$ cat src/rtl/arith_pkg.sv
// arith_pkg: width constants shared by the arithmetic unit's adder and subtractor
//   DEFAULT_WIDTH - default operand width
//   RESULT_WIDTH  - result width, one extra bit for carry/borrow
package arith_pkg;
    localparam int DEFAULT_WIDTH = 8;
    localparam int RESULT_WIDTH  = DEFAULT_WIDTH + 1;
endpackage

$ cat src/rtl/full_subtractor.sv
// full_subtractor: one-bit ripple-borrow subtractor cell
//   a, b - minuend and subtrahend bits
//   bin  - borrow in from the next lower bit
//   d    - difference bit
//   bout - borrow out to the next higher bit
module full_subtractor (
    input  logic a,
    input  logic b,
    input  logic bin,
    output logic d,
    output logic bout
);
    assign d    = a ^ b ^ bin;
    assign bout = (~a & b) | (~(a ^ b) & bin);
endmodule

$ cat src/rtl/subtrator_8bits.sv
// subtrator_8bits: registered unsigned subtractor, S = {borrow, A - B}
//   clk, rst  - rising-edge clock, synchronous active-high reset
//   A, B      - unsigned minuend and subtrahend
//   in_valid  - operands valid this cycle
//   S         - registered difference; S[WIDTH] is the borrow and the sign
//   out_valid - S holds a result captured on the last edge
module subtrator_8bits
    import arith_pkg::*;
#(
    parameter int WIDTH = DEFAULT_WIDTH
) (
    input  logic             clk,
    input  logic             rst,
    input  logic [WIDTH-1:0] A,
    input  logic [WIDTH-1:0] B,
    input  logic             in_valid,
    output logic [WIDTH:0]   S,
    output logic             out_valid
);
    logic [WIDTH:0]   bw;
    logic [WIDTH-1:0] d;
    logic [WIDTH:0]   s_d, s_q;
    logic             v_d, v_q;

    assign bw[0] = 1'b0;

    for (genvar i = 0; i < WIDTH; i++) begin : g_cell
        full_subtractor u_fs (
            .a   (A[i]),
            .b   (B[i]),
            .bin (bw[i]),
            .d   (d[i]),
            .bout(bw[i+1])
        );
    end

    // S keeps its last value while no new operands arrive
    always_comb begin
        s_d = in_valid ? {bw[WIDTH], d} : s_q;
        v_d = in_valid;
    end

    always_ff @(posedge clk) begin
        if (rst) begin
            s_q <= '0;
            v_q <= 1'b0;
        end else begin
            s_q <= s_d;
            v_q <= v_d;
        end
    end

    assign S         = s_q;
    assign out_valid = v_q;
endmodule

$ cat config.mk
export PLATFORM = sky130hd
export DESIGN_NAME = subtrator_8bits
export DESIGN_NICKNAME = d
export VERILOG_FILES = /design/src/rtl/arith_pkg.sv /design/src/rtl/full_subtractor.sv /design/src/rtl/subtrator_8bits.sv
export SDC_FILE = /design/constraint.sdc
export NUM_CORES = 1
export LEC_CHECK = 0
export ABC_AREA = 1
export BUFFER_PORTS_ARGS = -buffer_cell sky130_fd_sc_hd__buf_2
export CAP_MARGIN = 25
export CORE_MARGIN = 4
export CORE_UTILIZATION = 43
export CTS_CLUSTER_DIAMETER = 30
export DETAILED_ROUTE_END_ITERATION = 8
export HOLD_SLACK_MARGIN = 0.12
export PLACE_DENSITY = 0.82
export RECOVER_POWER = 25
export REMOVE_ABC_BUFFERS = 1
export SLEW_MARGIN = 20
export SYNTH_ARGS = -nofsm -noshare
export SYNTH_HDL_FRONTEND = slang
export SYNTH_HIERARCHICAL = 1
export SYNTH_SLANG_ARGS = --single-unit
export TNS_END_PERCENT = 5
$ cat constraint.sdc
create_clock -name clk -period 6.21 [get_ports clk]
set_input_delay 0.621 -clock clk [delete_from_list [all_inputs] [get_ports clk]]
set_output_delay 0.621 -clock clk [all_outputs]
set_load 0.02 [all_outputs]
Yosys cells after proc, flatten, opt, wreduce, memory -nomap -nowiden
Index checks and enable logic that the tools add are counted.
{ "word_totals": {"latch_bits": 0, "ram_bits": 0, "register_bits": 10, "wordCells": 54, "memories": 0, "mem_bits_ro": 0, "in_bits": 19, "out_inout_bits": 10} }
{ "op_classes": {"multipliers": 0, "magnitude_cmp": 0, "add_sub_neg": 0, "mux": 0, "reduce_logical": 0, "div_mod_pow": 0, "n_bitwise": 52, "n_eq_ne": 0, "shift": 0} }
{ "ops": {"columns": ["operator", "count"], "rows": [
  ["$and A1 B1 Y1", 15],
  ["$not A1 Y1", 15],
  ["$xor A1 B1 Y1", 15],
  ["$or A1 B1 Y1", 7]
]} }

Longest topological paths before layout
{ "depth": {"depth_word": 16, "mapped_depth": 28, "depth_no_buf": 28} }

Cells and area by module
The synthesis kept the hierarchy.
{ "modules_own_cells": {"columns": ["module", "instances", "area_per_inst_um2", "cells_per_inst", "seq_area_each_um2"], "rows": [
  ["subtrator_8bits", 1, 415.4, 61, 200.2],
  ["full_subtractor", 8, 31.3, 4, 0.0]
]} }

Worst setup path before layout
OpenSTA, ideal clock, no wires.
{ "synth_path": {"path_type": "input-to-reg", "from": "input B[0]", "to": "register s_q[7], in the netlist S[7]", "n_path_buf": 0, "required_ns": 6.146, "setup_ns": 0.064, "t_arrival_ns": 4.350, "cell_stages": 27, "path_slack_ns": 1.796, "path_cell_list": "inv_1 -> fa_1 -> inv_1 -> inv_1 -> fa_1 -> inv_1 -> inv_1 -> fa_1 -> inv_1 -> inv_1 -> fa_1 -> inv_1 -> inv_1 -> fa_1 -> inv_1 -> inv_1 -> fa_1 -> inv_1 -> inv_1 -> fa_1 -> inv_1 -> inv_1 -> fa_1 -> inv_1 -> nand2_1 -> nand2_1 -> nor2_1"} }
{ "synth_between": {"elab_chain_cells": 14} }
{ "synth_lines": {"columns": ["element", "line_no", "text"], "rows": [
  ["from (decl)", "subtrator_8bits.sv:15", "input logic [WIDTH-1:0] B,"],
  ["$and A1 B1 Y1", "full_subtractor.sv:14", "assign bout = (~a & b) | (~(a ^ b) & bin);"],
  ["net bw[1]", "subtrator_8bits.sv:20", "logic [WIDTH:0] bw;"],
  ["$and A1 B1 Y1", "full_subtractor.sv:14", null],
  ["$or A1 B1 Y1", "full_subtractor.sv:14", null],
  ["net bw[2]", "subtrator_8bits.sv:20", null],
  ["$and A1 B1 Y1", "full_subtractor.sv:14", null],
  ["$or A1 B1 Y1", "full_subtractor.sv:14", null],
  ["net bw[3]", "subtrator_8bits.sv:20", null],
  ["[2 not listed]", null, null],
  ["net bw[4]", "subtrator_8bits.sv:20", null],
  ["[2 not listed]", null, null],
  ["net bw[5]", "subtrator_8bits.sv:20", null],
  ["$and A1 B1 Y1", "full_subtractor.sv:14", null],
  ["$or A1 B1 Y1", "full_subtractor.sv:14", null],
  ["net bw[6]", "subtrator_8bits.sv:20", null],
  ["$and A1 B1 Y1", "full_subtractor.sv:14", null],
  ["$or A1 B1 Y1", "full_subtractor.sv:14", null],
  ["net bw[7]", "subtrator_8bits.sv:20", null],
  ["$xor A1 B1 Y1", "full_subtractor.sv:13", "assign d = a ^ b ^ bin;"],
  ["net d[7]", "subtrator_8bits.sv:21", "logic [WIDTH-1:0] d;"],
  ["to (signal assigned)", "subtrator_8bits.sv:45", "s_q <= '0;"],
  ["to (signal assigned)", "subtrator_8bits.sv:48", "s_q <= s_d;"],
  ["to (decl)", "subtrator_8bits.sv:22", "logic [WIDTH:0] s_d, s_q;"]
]} }
The timed path passes the listed nets, and every way through them passes these cells.
A chain may end at the register's enable or synchronous reset.

Worst setup path in the final report
{ "layout_path": {"from": "input A[0]", "to": "register s_q[7], in the netlist S[7]"} }
{ "layout_between": {"elab_chain_cells": 15} }
{ "layout_lines": {"columns": ["element", "line_no", "text"], "rows": [
  ["from (decl)", "subtrator_8bits.sv:14", "input logic [WIDTH-1:0] A,"],
  ["$not A1 Y1", "full_subtractor.sv:14", null],
  ["$and A1 B1 Y1", "full_subtractor.sv:14", null],
  ["net bw[1]", "subtrator_8bits.sv:20", null],
  ["$and A1 B1 Y1", "full_subtractor.sv:14", null],
  ["$or A1 B1 Y1", "full_subtractor.sv:14", null],
  ["net bw[2]", "subtrator_8bits.sv:20", null],
  ["$and A1 B1 Y1", "full_subtractor.sv:14", null],
  ["$or A1 B1 Y1", "full_subtractor.sv:14", null],
  ["net bw[3]", "subtrator_8bits.sv:20", null],
  ["[2 not listed]", null, null],
  ["net bw[4]", "subtrator_8bits.sv:20", null],
  ["[2 not listed]", null, null],
  ["net bw[5]", "subtrator_8bits.sv:20", null],
  ["$and A1 B1 Y1", "full_subtractor.sv:14", null],
  ["$or A1 B1 Y1", "full_subtractor.sv:14", null],
  ["net bw[6]", "subtrator_8bits.sv:20", null],
  ["$and A1 B1 Y1", "full_subtractor.sv:14", null],
  ["$or A1 B1 Y1", "full_subtractor.sv:14", null],
  ["net bw[7]", "subtrator_8bits.sv:20", null],
  ["$xor A1 B1 Y1", "full_subtractor.sv:13", null],
  ["net d[7]", "subtrator_8bits.sv:21", null]
]} }
The timed path passes the listed nets, and every way through them passes these cells.

==> results.md <==
## Synthesis
* 9 — distinct cell type count of the synthesized netlist
* inv_1 — cell with the most instances after synthesis
* 93 — Post-Synthesis Cells
* 0 — share of flip-flops with an asynchronous set or reset
* 0 — number of enable flip-flop cells after synthesis
* 0.301 — sequential area share after synthesis
* 6 — synthesis warning total
* 7.16 um2 — Avg Inst Size Synth
* dfxtp_1 — top flip-flop cell by instance count after synthesis
* 0.301 — Synth top area share
* inv_1, nor2_1, nand2_1 — Synth top cells by count
* 666 um2 — netlist area before placement
* dfxtp_1, fa_1, inv_1 — biggest area contributors in the synthesized netlist
* dfxtp_1 — top cell type by total area after synthesis
* 10 — synthesized flop and latch total

## Clock network
* clkbuf_4 — Clock Root Buffer
* 0 — setup bufs post-CTS
* 1 — Max H-tree Level
* 10 — clock sink total
* 0 — cts repair resizes
* 0.26 ns — clk_lat worst skew
* 3 — cts bufs inserted
* 2 — maximum clock insertion buffer count
* 0 — number of buffers added to fix hold violations after cts
* built — clock tree from TritonCTS
* 0.07 ns — clock slew at the register clock pins of the worst setup and hold paths

## Pwr
* 0.532 nW — standby leakage power
* 0.0961 mV — IR drop worst, VDD
* 221 mW/mm2 — Pwr per Cell Area

## Placed design
* 1010 um — post-detail-place hpwl
* 28 — count of port buffers added during placement
* 0.670 — routability congestion estimate from global placement
* 793 um2 — area after detailed placement

## Route
* 4.05 — via count normalized by instance count
* 1200 um — Routed WL
* 429 um — post-route met1 wirelength
* 709 um — met2 wire len
* 1 — initial DRC count
* 559 — Vias
* 0 — DRC errors left
* 8.72 um — Routed WL per cell
* 3 — 1st-pass router iterations
* met3 — top layer reached by signal wires
* 64 um — WL met3
* 0 — number of antenna-violating nets in the routed design

## STA
* 0.519 — Slew Limit Headroom
* false — RSZ-0062 raised after global routing
* 0.711 — fin crit share
* 227 MHz — maximum clock frequency
* 0 — Final Hold Viols
* 0 ns — Setup TNS Final
* 0 ns — setup clock skew after layout
* 0 — Pins Over Slew Limit
* 0.721 ns — transition time at the pin with the least slew margin
* 0 — setup violation total in the final timing report
* 4.41 ns — crit path time final

## Setup path
* 0.42 ns — delay contributed by the slowest stage of the critical path
* input port to flip-flop — worst setup path class
* 4.57 ns — arrival time reported for the critical path endpoint
* fa_1 — library cell contributing the largest single delay on the critical path
* 6.37 ns — Data required, critical path
* input port — category of the worst setup path launch point
* 1 — highest fanout seen on the critical path
* flip-flop — capturing element type of the critical path
* inv_1 — library cell appearing most often on the critical path

## GRT
* 0.127 — Overall Global Routing Usage
* 20 — maximum number of pins on one net before global-route repair
* 0 — initial antenna violation count
* 535 — vias in the first global route
* 1980 um — global-route wire length before repair
* 0 — overflow left after global routing

## Floorplan
* 0.00224 mm2 — Die Footprint
* 0.481 — Initial Util
* 47.3 um — height of the die
* 29 — Top-Level Pins
* 47.3 um — die outline width
* 13 — placement row count
* 0.00138 mm2 — floorplan core area

## Final layout
* 0 — Antenna diodes
* 823 um2 — area of all placed cells without fillers
* 0.220 — layout cell share with drive strength beyond 1
* 151 — final layout net count
* 23.7% — area added between synthesis and finish

## Hold path
* flip-flop to flip-flop — worst hold path type

## Run
* 0 — max-cap violation count

## Outcome
* completed — run status

==> power breakdown <==
group	leakage [nW]	switching, mW	internal [mW]	total (mW)
combinational	0.428	0.0308	0.0197	0.0505
sequential	0.0832	0.00262	0.0701	0.0727
clock	0.0210	0.0232	0.0356	0.0588
total	0.532	0.0566	0.125	0.182
==> per-layer routing <==
layer,global-route usage,vias up
met1,0.124,244
met3,0.0115,0
met5,0,-
met2,0.254,14
met4,0.0663,0
li1,-,301
==> state kept, by name (all words and copies together), names as in the netlist <==
register / count
S: 9
out_valid: 1
==> layout make-up <==
| class | instances | area, um2 |
|---|---|---|
| Fill cell | 130 | 559 |
| Multi-Input combinational cell | 46 | 303 |
| Sequential cell | 10 | 200 |
| Timing Repair Buffer | 28 | 134 |
| Inverter | 35 | 131 |
| Clock buffer | 4 | 36.3 |
| Tap cell | 15 | 18.8 |
==> cells in the final DEF, fill, tap and decap left out <==
master | netlist | final
buf_2 | 0 | 23
dfxtp_1 | 10 | 10
nor2_1 | 19 | 19
clkbuf_4 | 0 | 3
conb_1 | 1 | 1
clkbuf_1 | 0 | 5
clkinv_1 | 1 | 1
clkbuf_8 | 0 | 1
nand2_1 | 18 | 18
inv_1 | 34 | 34
fa_1 | 8 | 8
==> final timing paths <==
path | endpoint | startpoint | slack, ns | depth (start not counted)
setup / recovery | S[7]$_SDFFE_PP0P_ | A[0] | 1.80 | 27
hold / removal | S[3]$_SDFFE_PP0P_ | S[3]$_SDFFE_PP0P_ | 0.47 | 2
setup reg to reg | S[6]$_SDFFE_PP0P_ | S[6]$_SDFFE_PP0P_ | 5.63 | 2
hold reg to reg | S[3]$_SDFFE_PP0P_ | S[3]$_SDFFE_PP0P_ | 0.47 | 2
==> critical path, delay by kind of cell <==
kind                       cells  cell delay, ns
and+or+nand+nor                3            0.16
buffers and inverters         16            0.86
adders and majority gates      8            2.92
==> through the flow <==
stage	hold WS (ns)	worst slack, ns	total power [mW]	util	std cells
3_5_place_dp	0.462	1.49	0.126	0.574	134
6_report	0.468	1.80	0.182	0.595	138
3_3_place_gp	0.452	1.59	0.123	0.574	134
2_1_floorplan	0.544	1.80	0.107	-	91
4_1_cts	0.470	1.76	0.186	0.600	138
5_1_grt	0.487	1.52	0.197	0.595	138
==> cells by family after synthesis <==
logic type	Yosys count	share of synthesized area
other cells	1	0.00563
buf+inv	37	0.244
simple gates	37	0.209
flops	10	0.301
fa+ha+maj	8	0.241
(Power assumes the default switching activity.)
